[config.mk]
export PLATFORM = sky130hd
export DESIGN_NAME = out_display
export DESIGN_NICKNAME = d
export VERILOG_FILES = /design/src/rtl/out_display_pkg.sv /design/src/rtl/out_display_seg7_decode.sv /design/src/rtl/out_display.sv
export SDC_FILE = /design/constraint.sdc
export NUM_CORES = 1
export LEC_CHECK = 0
export BUFFER_PORTS_ARGS = -buffer_cell sky130_fd_sc_hd__buf_2
export CELL_PAD_IN_SITES_DETAIL_PLACEMENT = 1
export CELL_PAD_IN_SITES_GLOBAL_PLACEMENT = 1
export CORE_UTILIZATION = 47
export CTS_CLUSTER_DIAMETER = 80
export DETAILED_ROUTE_END_ITERATION = 6
export GPL_TIMING_DRIVEN = 0
export PLACE_DENSITY = 0.9
export SYNTH_ARGS = -nofsm -noshare
export SYNTH_HDL_FRONTEND = slang
export SYNTH_SLANG_ARGS = --single-unit
[constraint.sdc]
create_clock -name clk -period 6.1 [get_ports clk]
set_clock_uncertainty 0.15 [all_clocks]
set_input_delay 1.22 -clock clk [delete_from_list [all_inputs] [get_ports clk]]
set_output_delay 1.22 -clock clk [all_outputs]
set_load 0.02 [all_outputs]
[src/rtl/out_display_pkg.sv]
// Shared types and constants for the 3-digit decimal output display.
package out_display_pkg;

  localparam int unsigned VALUE_W = 8;
  localparam int unsigned BCD_W   = 12;
  localparam int unsigned SEG_W   = 7;
  localparam int unsigned DIG_N   = 3;
  localparam int unsigned ITER_W  = 3;
  localparam int unsigned IDX_W   = 2;

  typedef enum logic [1:0] {
    ST_IDLE    = 2'd0,
    ST_CONVERT = 2'd1,
    ST_COMMIT  = 2'd2
  } state_t;

  // Active-high {g,f,e,d,c,b,a}
  localparam logic [SEG_W-1:0] SEG_0     = 7'b0111111;
  localparam logic [SEG_W-1:0] SEG_1     = 7'b0000110;
  localparam logic [SEG_W-1:0] SEG_2     = 7'b1011011;
  localparam logic [SEG_W-1:0] SEG_3     = 7'b1001111;
  localparam logic [SEG_W-1:0] SEG_4     = 7'b1100110;
  localparam logic [SEG_W-1:0] SEG_5     = 7'b1101101;
  localparam logic [SEG_W-1:0] SEG_6     = 7'b1111101;
  localparam logic [SEG_W-1:0] SEG_7     = 7'b0000111;
  localparam logic [SEG_W-1:0] SEG_8     = 7'b1111111;
  localparam logic [SEG_W-1:0] SEG_9     = 7'b1101111;
  localparam logic [SEG_W-1:0] SEG_BLANK = 7'b0000000;

  localparam logic [IDX_W-1:0] DIG_ONES     = 2'd0;
  localparam logic [IDX_W-1:0] DIG_TENS     = 2'd1;
  localparam logic [IDX_W-1:0] DIG_HUNDREDS = 2'd2;

  // Double-dabble correction: every BCD nibble >= 5 gets +3 before the shift.
  function automatic logic [BCD_W-1:0] dabble_adjust(input logic [BCD_W-1:0] s);
    logic [BCD_W-1:0] r;
    r = s;
    for (int i = 0; i < 3; i++) begin
      if (s[4*i +: 4] >= 4'd5) r[4*i +: 4] = s[4*i +: 4] + 4'd3;
    end
    return r;
  endfunction

endpackage

[src/rtl/out_display_seg7_decode.sv]
// BCD nibble to active-high 7-segment pattern, with a blank override.
module seg7_decode
  import out_display_pkg::*;
(
  input  logic [3:0]       nibble,
  input  logic             blank,
  output logic [SEG_W-1:0] seg_c
);

  always_comb begin
    seg_c = SEG_BLANK;
    if (!blank) begin
      case (nibble)
        4'd0:    seg_c = SEG_0;
        4'd1:    seg_c = SEG_1;
        4'd2:    seg_c = SEG_2;
        4'd3:    seg_c = SEG_3;
        4'd4:    seg_c = SEG_4;
        4'd5:    seg_c = SEG_5;
        4'd6:    seg_c = SEG_6;
        4'd7:    seg_c = SEG_7;
        4'd8:    seg_c = SEG_8;
        4'd9:    seg_c = SEG_9;
        default: seg_c = SEG_BLANK;
      endcase
    end
  end

endmodule

[src/rtl/out_display.sv]
// CPU output register to 3-digit multiplexed 7-segment display:
// sequential double-dabble conversion plus a refresh scanner.
module out_display
  import out_display_pkg::*;
#(
  parameter int unsigned REFRESH_BITS   = 4,
  parameter bit          SEG_ACTIVE_LOW = 1'b1,
  parameter bit          DIG_ACTIVE_LOW = 1'b1
) (
  input  logic               clk,
  input  logic               reset,
  input  logic [VALUE_W-1:0] value,
  output logic [SEG_W-1:0]   seg,
  output logic               dp,
  output logic [DIG_N-1:0]   digit_en,
  output logic [BCD_W-1:0]   bcd,
  output logic               busy
);

  state_t              state, state_next;
  logic [VALUE_W-1:0]  shreg, shreg_next;
  logic [BCD_W-1:0]    scratch, scratch_next, adjusted;
  logic [ITER_W-1:0]   iter, iter_next;
  logic [VALUE_W-1:0]  last_value, last_next;
  logic                valid, valid_next;
  logic [BCD_W-1:0]    bcd_next;
  logic                busy_next;

  logic [REFRESH_BITS-1:0] refresh_cnt;
  logic [IDX_W-1:0]        digit_idx, idx_next;

  logic [3:0]       nibble;
  logic             blank;
  logic [DIG_N-1:0] onehot;
  logic [SEG_W-1:0] pattern_c;

  // Conversion FSM: next state and datapath
  always_comb begin
    state_next   = state;
    shreg_next   = shreg;
    scratch_next = scratch;
    iter_next    = iter;
    last_next    = last_value;
    valid_next   = valid;
    bcd_next     = bcd;
    busy_next    = busy;
    adjusted     = dabble_adjust(scratch);
    case (state)
      ST_IDLE: begin
        if (!valid || (value != last_value)) begin
          shreg_next   = value;
          scratch_next = '0;
          last_next    = value;
          valid_next   = 1'b1;
          busy_next    = 1'b1;
          iter_next    = '0;
          state_next   = ST_CONVERT;
        end
      end
      ST_CONVERT: begin
        {scratch_next, shreg_next} = {adjusted, shreg} << 1;
        iter_next = iter + ITER_W'(1);
        if (iter == ITER_W'(7)) state_next = ST_COMMIT;
      end
      ST_COMMIT: begin
        bcd_next   = scratch;
        busy_next  = 1'b0;
        state_next = ST_IDLE;
      end
      default: state_next = ST_IDLE;
    endcase
  end

  // Digit scan: advance on refresh wrap, recover from the unused index
  always_comb begin
    idx_next = digit_idx;
    if (&refresh_cnt) begin
      case (digit_idx)
        DIG_ONES: idx_next = DIG_TENS;
        DIG_TENS: idx_next = DIG_HUNDREDS;
        default:  idx_next = DIG_ONES;
      endcase
    end else if (digit_idx == IDX_W'(3)) begin
      idx_next = DIG_ONES;
    end
  end

  // Digit select with leading-zero blanking from the committed bcd
  always_comb begin
    nibble = bcd[3:0];
    blank  = 1'b0;
    onehot = 3'b001;
    case (digit_idx)
      DIG_TENS: begin
        nibble = bcd[7:4];
        blank  = (bcd[11:8] == 4'd0) && (bcd[7:4] == 4'd0);
        onehot = 3'b010;
      end
      DIG_HUNDREDS: begin
        nibble = bcd[11:8];
        blank  = (bcd[11:8] == 4'd0);
        onehot = 3'b100;
      end
      default: ;
    endcase
  end

  seg7_decode u_decode (
    .nibble (nibble),
    .blank  (blank),
    .seg_c  (pattern_c)
  );

  always_ff @(posedge clk) begin
    if (!reset) begin
      state       <= ST_IDLE;
      shreg       <= '0;
      scratch     <= '0;
      iter        <= '0;
      last_value  <= '0;
      valid       <= 1'b0;
      bcd         <= '0;
      busy        <= 1'b0;
      refresh_cnt <= '0;
      digit_idx   <= DIG_ONES;
      seg         <= SEG_ACTIVE_LOW ? ~SEG_0 : SEG_0;
      dp          <= SEG_ACTIVE_LOW;
      digit_en    <= DIG_ACTIVE_LOW ? ~3'b001 : 3'b001;
    end else begin
      state       <= state_next;
      shreg       <= shreg_next;
      scratch     <= scratch_next;
      iter        <= iter_next;
      last_value  <= last_next;
      valid       <= valid_next;
      bcd         <= bcd_next;
      busy        <= busy_next;
      refresh_cnt <= refresh_cnt + REFRESH_BITS'(1);
      digit_idx   <= idx_next;
      seg         <= SEG_ACTIVE_LOW ? ~pattern_c : pattern_c;
      dp          <= SEG_ACTIVE_LOW;
      digit_en    <= DIG_ACTIVE_LOW ? ~onehot : onehot;
    end
  end

endmodule

# [Word level (Yosys, flattened, before mapping)]
# Memories as Yosys holds them, arrays and structs flattened.
# Index checks and enable logic that the tools add are counted.
[word_totals] romBits=112 in_bits=10 n_memories=1 register_bits=63 out_inout_bits=24 wordCells=68
[memory_table] memory="(no name shown)" depth=16 width=7 rd=1 rd_clocked_by_memory_dff=0 wr=0 line_no="out_display_seg7_decode.sv:13" rtl="case (nibble)"
[op_classes] n_bitwise=2 reduce_logical=15 n_addsub=5 magnitude_cmp=3 mux=21 n_eq_ne=9
[op_table] op="one-hot mux 12 bit (2 select lines)" n=1
[op_table] op="one-hot mux 8 bit (2 select lines)" n=1
[op_table] op=">= comparator 4 x 3 -> 1 bit (second input constant)" n=3
[op_table] op="two-way mux 12 bit" n=1
[op_table] op="one-hot mux 3 bit (2 select lines)" n=2
[op_table] op="adder 4 x 2 -> 4 bit (second input constant)" n=2
[op_table] op="zero test 4 bit" n=2
[op_table] op="two-way mux 2 bit" n=4
[op_table] op="two-way mux 4 bit" n=2
[op_table] op="two-way mux 8 bit" n=1
[op_table] op="inequality test 8 bit" n=1
[op_table] op="one-hot mux 2 bit (2 select lines)" n=2
[op_table] op="one-hot mux 4 bit (2 select lines)" n=1
[op_table] op="AND reduction 2 bit" n=4
[op_table] op="two-way mux 7 bit" n=1
[op_table] op="inverter 7 bit" n=1
[op_table] op="equality test 2 bit (second input constant)" n=3
[op_table] op="two-way mux 3 bit" n=2
[op_table] op="nonzero test 2 bit" n=3
[op_table] op="adder 4 x 1 -> 4 bit (second input constant)" n=1
[op_table] op="equality test 2 x 1 -> 1 bit (second input constant)" n=2
[op_table] op="zero test 2 bit" n=2
[op_table] op="inequality test 2 bit (second input constant)" n=2
[op_table] op="one-hot mux 1 bit (2 select lines)" n=2
[op_table] op="9 further kinds" n=9

# [Longest topological paths before layout]
[logic_depth] ltp_word=5 depth_mapped=11 ltp_nobuf=10

# [By module]
# From an unflattened synthesis, not the netlist that was laid out.
[hier_totals] cells_unflattened=346 area_unflattened_um2=3070.4
[modules_own_cells] module="out_display" seq_area_each_um2=1261.2 instances=1 cells_per_inst=315 area_per_inst_um2=2837.7
[modules_own_cells] module="seg7_decode" seq_area_each_um2=0.0 instances=1 cells_per_inst=31 area_per_inst_um2=232.7

# [Worst setup path after synthesis]
# OpenSTA, ideal clock, no wires.
[synth_timing] path_type="input to register" start="input port value[2]" end="register busy" arrival_time_ps=2191 setup_time_ps=115 path_stages=5 path_slack_ps=3645 path_buffers=1 required_time_ps=5835 cell_sequence="xnor2_1 > nand3_1 > o31a_1 > buf_2 > o21a_1"
[synth_between] elab_chain_cells=4
[synth_lines] element="start: declaration" line_no="out_display.sv:12" rtl="input logic [VALUE_W-1:0] value,"
[synth_lines] element="inequality test 8 bit" line_no="out_display.sv:50" rtl="if (!valid || (value != last_value)) begin"
[synth_lines] element="logical OR 1 bit" line_no="out_display.sv:50"
[synth_lines] element="inequality test 2 bit (no source line)"
[synth_lines] element="AND reduction 2 bit (no source line)"
[synth_lines] element="end signal: assignment" line_no="out_display.sv:137" rtl="busy <= busy_next;"
[synth_lines] element="end: declaration" line_no="out_display.sv:17" rtl="output logic busy"
# Every way passes these cells.
# A chain may end at the register's enable or synchronous reset.

# [Worst setup path in the final report]
[layout_timing] start="register digit_idx[0]" end="register seg[3]"
[layout_between] elab_chain_cells=5 elab_cells_between_ends=7 classes_between="eq/ne (2); mux (3); bitwise (1); memory (1)"
[layout_lines] element="start: declaration" line_no="out_display.sv:30" rtl="logic [IDX_W-1:0] digit_idx, idx_next;"
[layout_lines] element="start signal: assignment" line_no="out_display.sv:139" rtl="digit_idx <= idx_next;"
[layout_lines] element="equality test 2 bit or equality test 2 x 1 -> 1 bit (tied branches)" line_no="out_display.sv:93" rtl="case (digit_idx)"
[layout_lines] element="one-hot mux 4 bit (2 select lines)" line_no="out_display.sv:93"
[layout_lines] element="memory read (16 x 7 bit)"
[layout_lines] element="two-way mux 7 bit *" line_no="out_display_seg7_decode.sv:12" rtl="if (!blank) begin"
[layout_lines] element="inverter 7 bit *" line_no="out_display.sv:140" rtl="seg <= SEG_ACTIVE_LOW ? ~pattern_c : pattern_c;"
[layout_lines] element="end signal: assignment" line_no="out_display.sv:126" rtl="seg <= SEG_ACTIVE_LOW ? ~SEG_0 : SEG_0;"
[layout_lines] element="end signal: assignment" line_no="out_display.sv:140"
[layout_lines] element="end: declaration" line_no="out_display.sv:13" rtl="output logic [SEG_W-1:0] seg,"
# Mark *: on every way between the ends. The rest lies on a longest branch, timed or not.

==> flow_metrics.tcl <==
set metrics [dict create \
    grt_pass1_wl_um 13900 \
    cts.clk_slew.worst_paths_ns 0.07 \
    cts_setup_buffers 0 \
    path_cells "inv_1, ha_1, buf_2, nor2_1, a21oi_1, inv_1, ha_1, inv_1, a211oi_1, o21ai_0, a31oi_1" \
    cts_hold_buf 0 \
    slowest_delay_ns 0.42 \
    yosys_warnings 0 \
    path_class "reg -> reg" \
    critPathLaunchType "flip-flop" \
    setup_violations 0 \
    die_w_um 82.8 \
    drc 0 \
    post_dp_cell_area_um2 3320 \
    tightest_slew_ns 0.654 \
    cp_top_family "compound AO/OA/AOI/OAI gates" \
    critPathBufInv 4 \
    period_needed_ns 2.83 \
    critPathSlowestCell "dfxtp_1" \
    layout_commonest_cell "dfxtp_1" \
    synth_edf_count 0 \
    cts_max_level 3 \
    synth_nets 384 \
    synth_seq_cells 63 \
    cts_buffer_depth 2 \
    antenna_found_initial 0 \
    drt-initial-drc-count 106 \
    cts_tree "built" \
    diodes 0 \
    synth_area_um2 3070 \
    place.gp.congestion 0.841 \
    num_vias 2774 \
    ys.flop_type "dfxtp_1" \
    postCtsResizedCells 0 \
    ys_seq_area_share_pct 41.1 \
    worstPathRequired_ns 6.23 \
    netlist_instances 355 \
    port_buffers 32 \
    clk_latency_ns 0.35 \
    routed_wl_um 8580 \
    area_growth_pct 15.2 \
    final_layout_size_suffix_gt1_share_pct 16.4 \
    timing.critical_path.arrival_ns 2.95 \
    grt_usage_pct 27.6 \
    dpl.cell_count 464 \
    setup-tns-final_ns 0 \
    cts_root_buf "clkbuf_8" \
    min_period_over_period_pct 46.3 \
    crit_top_cell "inv_1" \
    yosysUniqueCellTypes 43 \
    fin_area_um2 3530 \
    setup_slack_ns 3.27 \
    worstSetupEndpointType "flip-flop" \
    ir_drop_v 0.000217 \
    finalHoldViolations 0 \
    finalNonFillerCells 480 \
    nFillCells 782 \
    final_cell_mix "63 x dfxtp_1, 50 x nand2_1, 37 x buf_2" \
    syn_area_per_cell_um2 8.64 \
    relSlewSlack_pct 56.3 \
    max_freq_ghz 0.354 \
    async_flop_share_pct 0 \
    numCtsBuffers 9 \
    viasPerCell 5.78 \
    nets 427 \
    initial_core_util_pct 48.6 \
    dp_hpwl_um 6050 \
    status "complete, no violations" \
    core_area_um2 6310 \
    ant_nets 0 \
    cp_max_fo 10 \
    drt-pass1-iter-count 4 \
    wl_per_cell_um 17.9 \
    drv_cap 0 \
    powerDensity_nw_per_um2 255 \
    dp_slack_ns 3.27 \
    drv_slew 0 \
    power.leakage_nw 1.47 \
    ios 34 \
    die-height_um 82.8 \
    cts_sinks 63 \
    first_global_vias 2881 \
    rsz0062_at_grt "no" \
    fp-row-count 29 \
    utilization_pct 55.9 \
    hold_path.class "reg -> reg" \
    grt_max_degree 11 \
    grt-ovfl-total 0 \
    die_area_um2 6850 \
]
-- kinds of logic after synthesis --
| logic type | share of synthesized area [%] |
|---|---|
| AO/OA/AOI/OAI | 20.2 |
| XOR/XNOR | 3.71 |
| adder cells (fa/ha/maj) | 7.76 |
| buffers and inverters | 6.69 |
| flip-flops | 41.1 |
| multiplexers | 4.37 |
| other | 0.122 |
| AND/OR/NAND/NOR | 16.0 |
-- power breakdown --
part | switching (mW) | total [mW] | internal [mW] | leakage [nW]
sequential | 0.00898 | 0.433 | 0.424 | 0.513
clock | 0.170 | 0.393 | 0.223 | 0.103
combinational | 0.0475 | 0.0744 | 0.0269 | 0.853
-- through the flow --
stage	hold slack [ns]	power, mW
final	0.304	0.901
after global routing	0.347	0.929
after CTS	0.311	0.900
after detailed placement	0.295	0.515
after global placement	0.278	0.510
after floorplan	0.268	0.491
-- synth_stat cells (all sizes together), types with 4 or more instances --
cell type / number / area (um2)
o22ai: 11 / 68.8
a221oi: 7 / 105
a21oi: 29 / 145
a211oi: 6 / 45.0
nand2b: 6 / 37.5
buf: 8 / 47.5
xnor2: 12 / 105
o21ai: 12 / 60.1
a22oi: 4 / 35.0
clkbuf: 10 / 37.5
mux2i: 10 / 100
dfxtp: 63 / 1260
nand3: 17 / 85.1
a31oi: 5 / 31.3
nand4: 4 / 25.0
nand2: 51 / 194
inv: 31 / 116
nor2: 21 / 78.8
ha: 19 / 238
-- flip-flops by register name (all words and copies together), names as in the netlist, 3 cells and up --
signal and cells:
bcd 12, scratch 12, last_value 8, shreg 8
seg 7, refresh_cnt 4, digit_en 3, iter 3
-- worst paths after layout --
check	start	endpoint	slack, ns	cells past startpoint
max	digit_idx[0]	seg[3]	3.27	11
min	refresh_cnt[0]	refresh_cnt[0]	0.30	1
max reg2reg	digit_idx[0]	seg[3]	3.27	11
min reg2reg	refresh_cnt[0]	refresh_cnt[0]	0.30	1
-- cell type report --
cell class	count	area (um2)	area share (%)
plain buffers	18	85.1	2.41
well taps	77	96.3	2.73
flip-flops and latches	63	1260	35.7
inverters	32	120	3.40
clock buffers	14	173	4.89
clock inverters	2	37.5	1.06
repair buffers	32	160	4.53
multi-input cells	242	1600	45.3
-- per-layer routing --
metal / wire length [um] / global-route usage, % / vias up
li1: - / - / 1311
met1: 3550 / 29.7 / 1365
met2: 4450 / 50.1 / 76
met3: 351 / 7.25 / 22
met4: 229 / 12.9 / 0
met5: 0 / 0 / -
-- worst register-to-register path, delay by kind of cell (launching register included) --
kind | cells | cell delay (ns)
AO/OA/AOI/OAI | 4 | 0.85
adder cells (fa/ha/maj) | 2 | 0.72
buffers and inverters | 4 | 0.55
flip-flops | 1 | 0.42
AND/OR/NAND/NOR | 1 | 0.07
No activity file was read; power rests on OpenSTA's default activity.
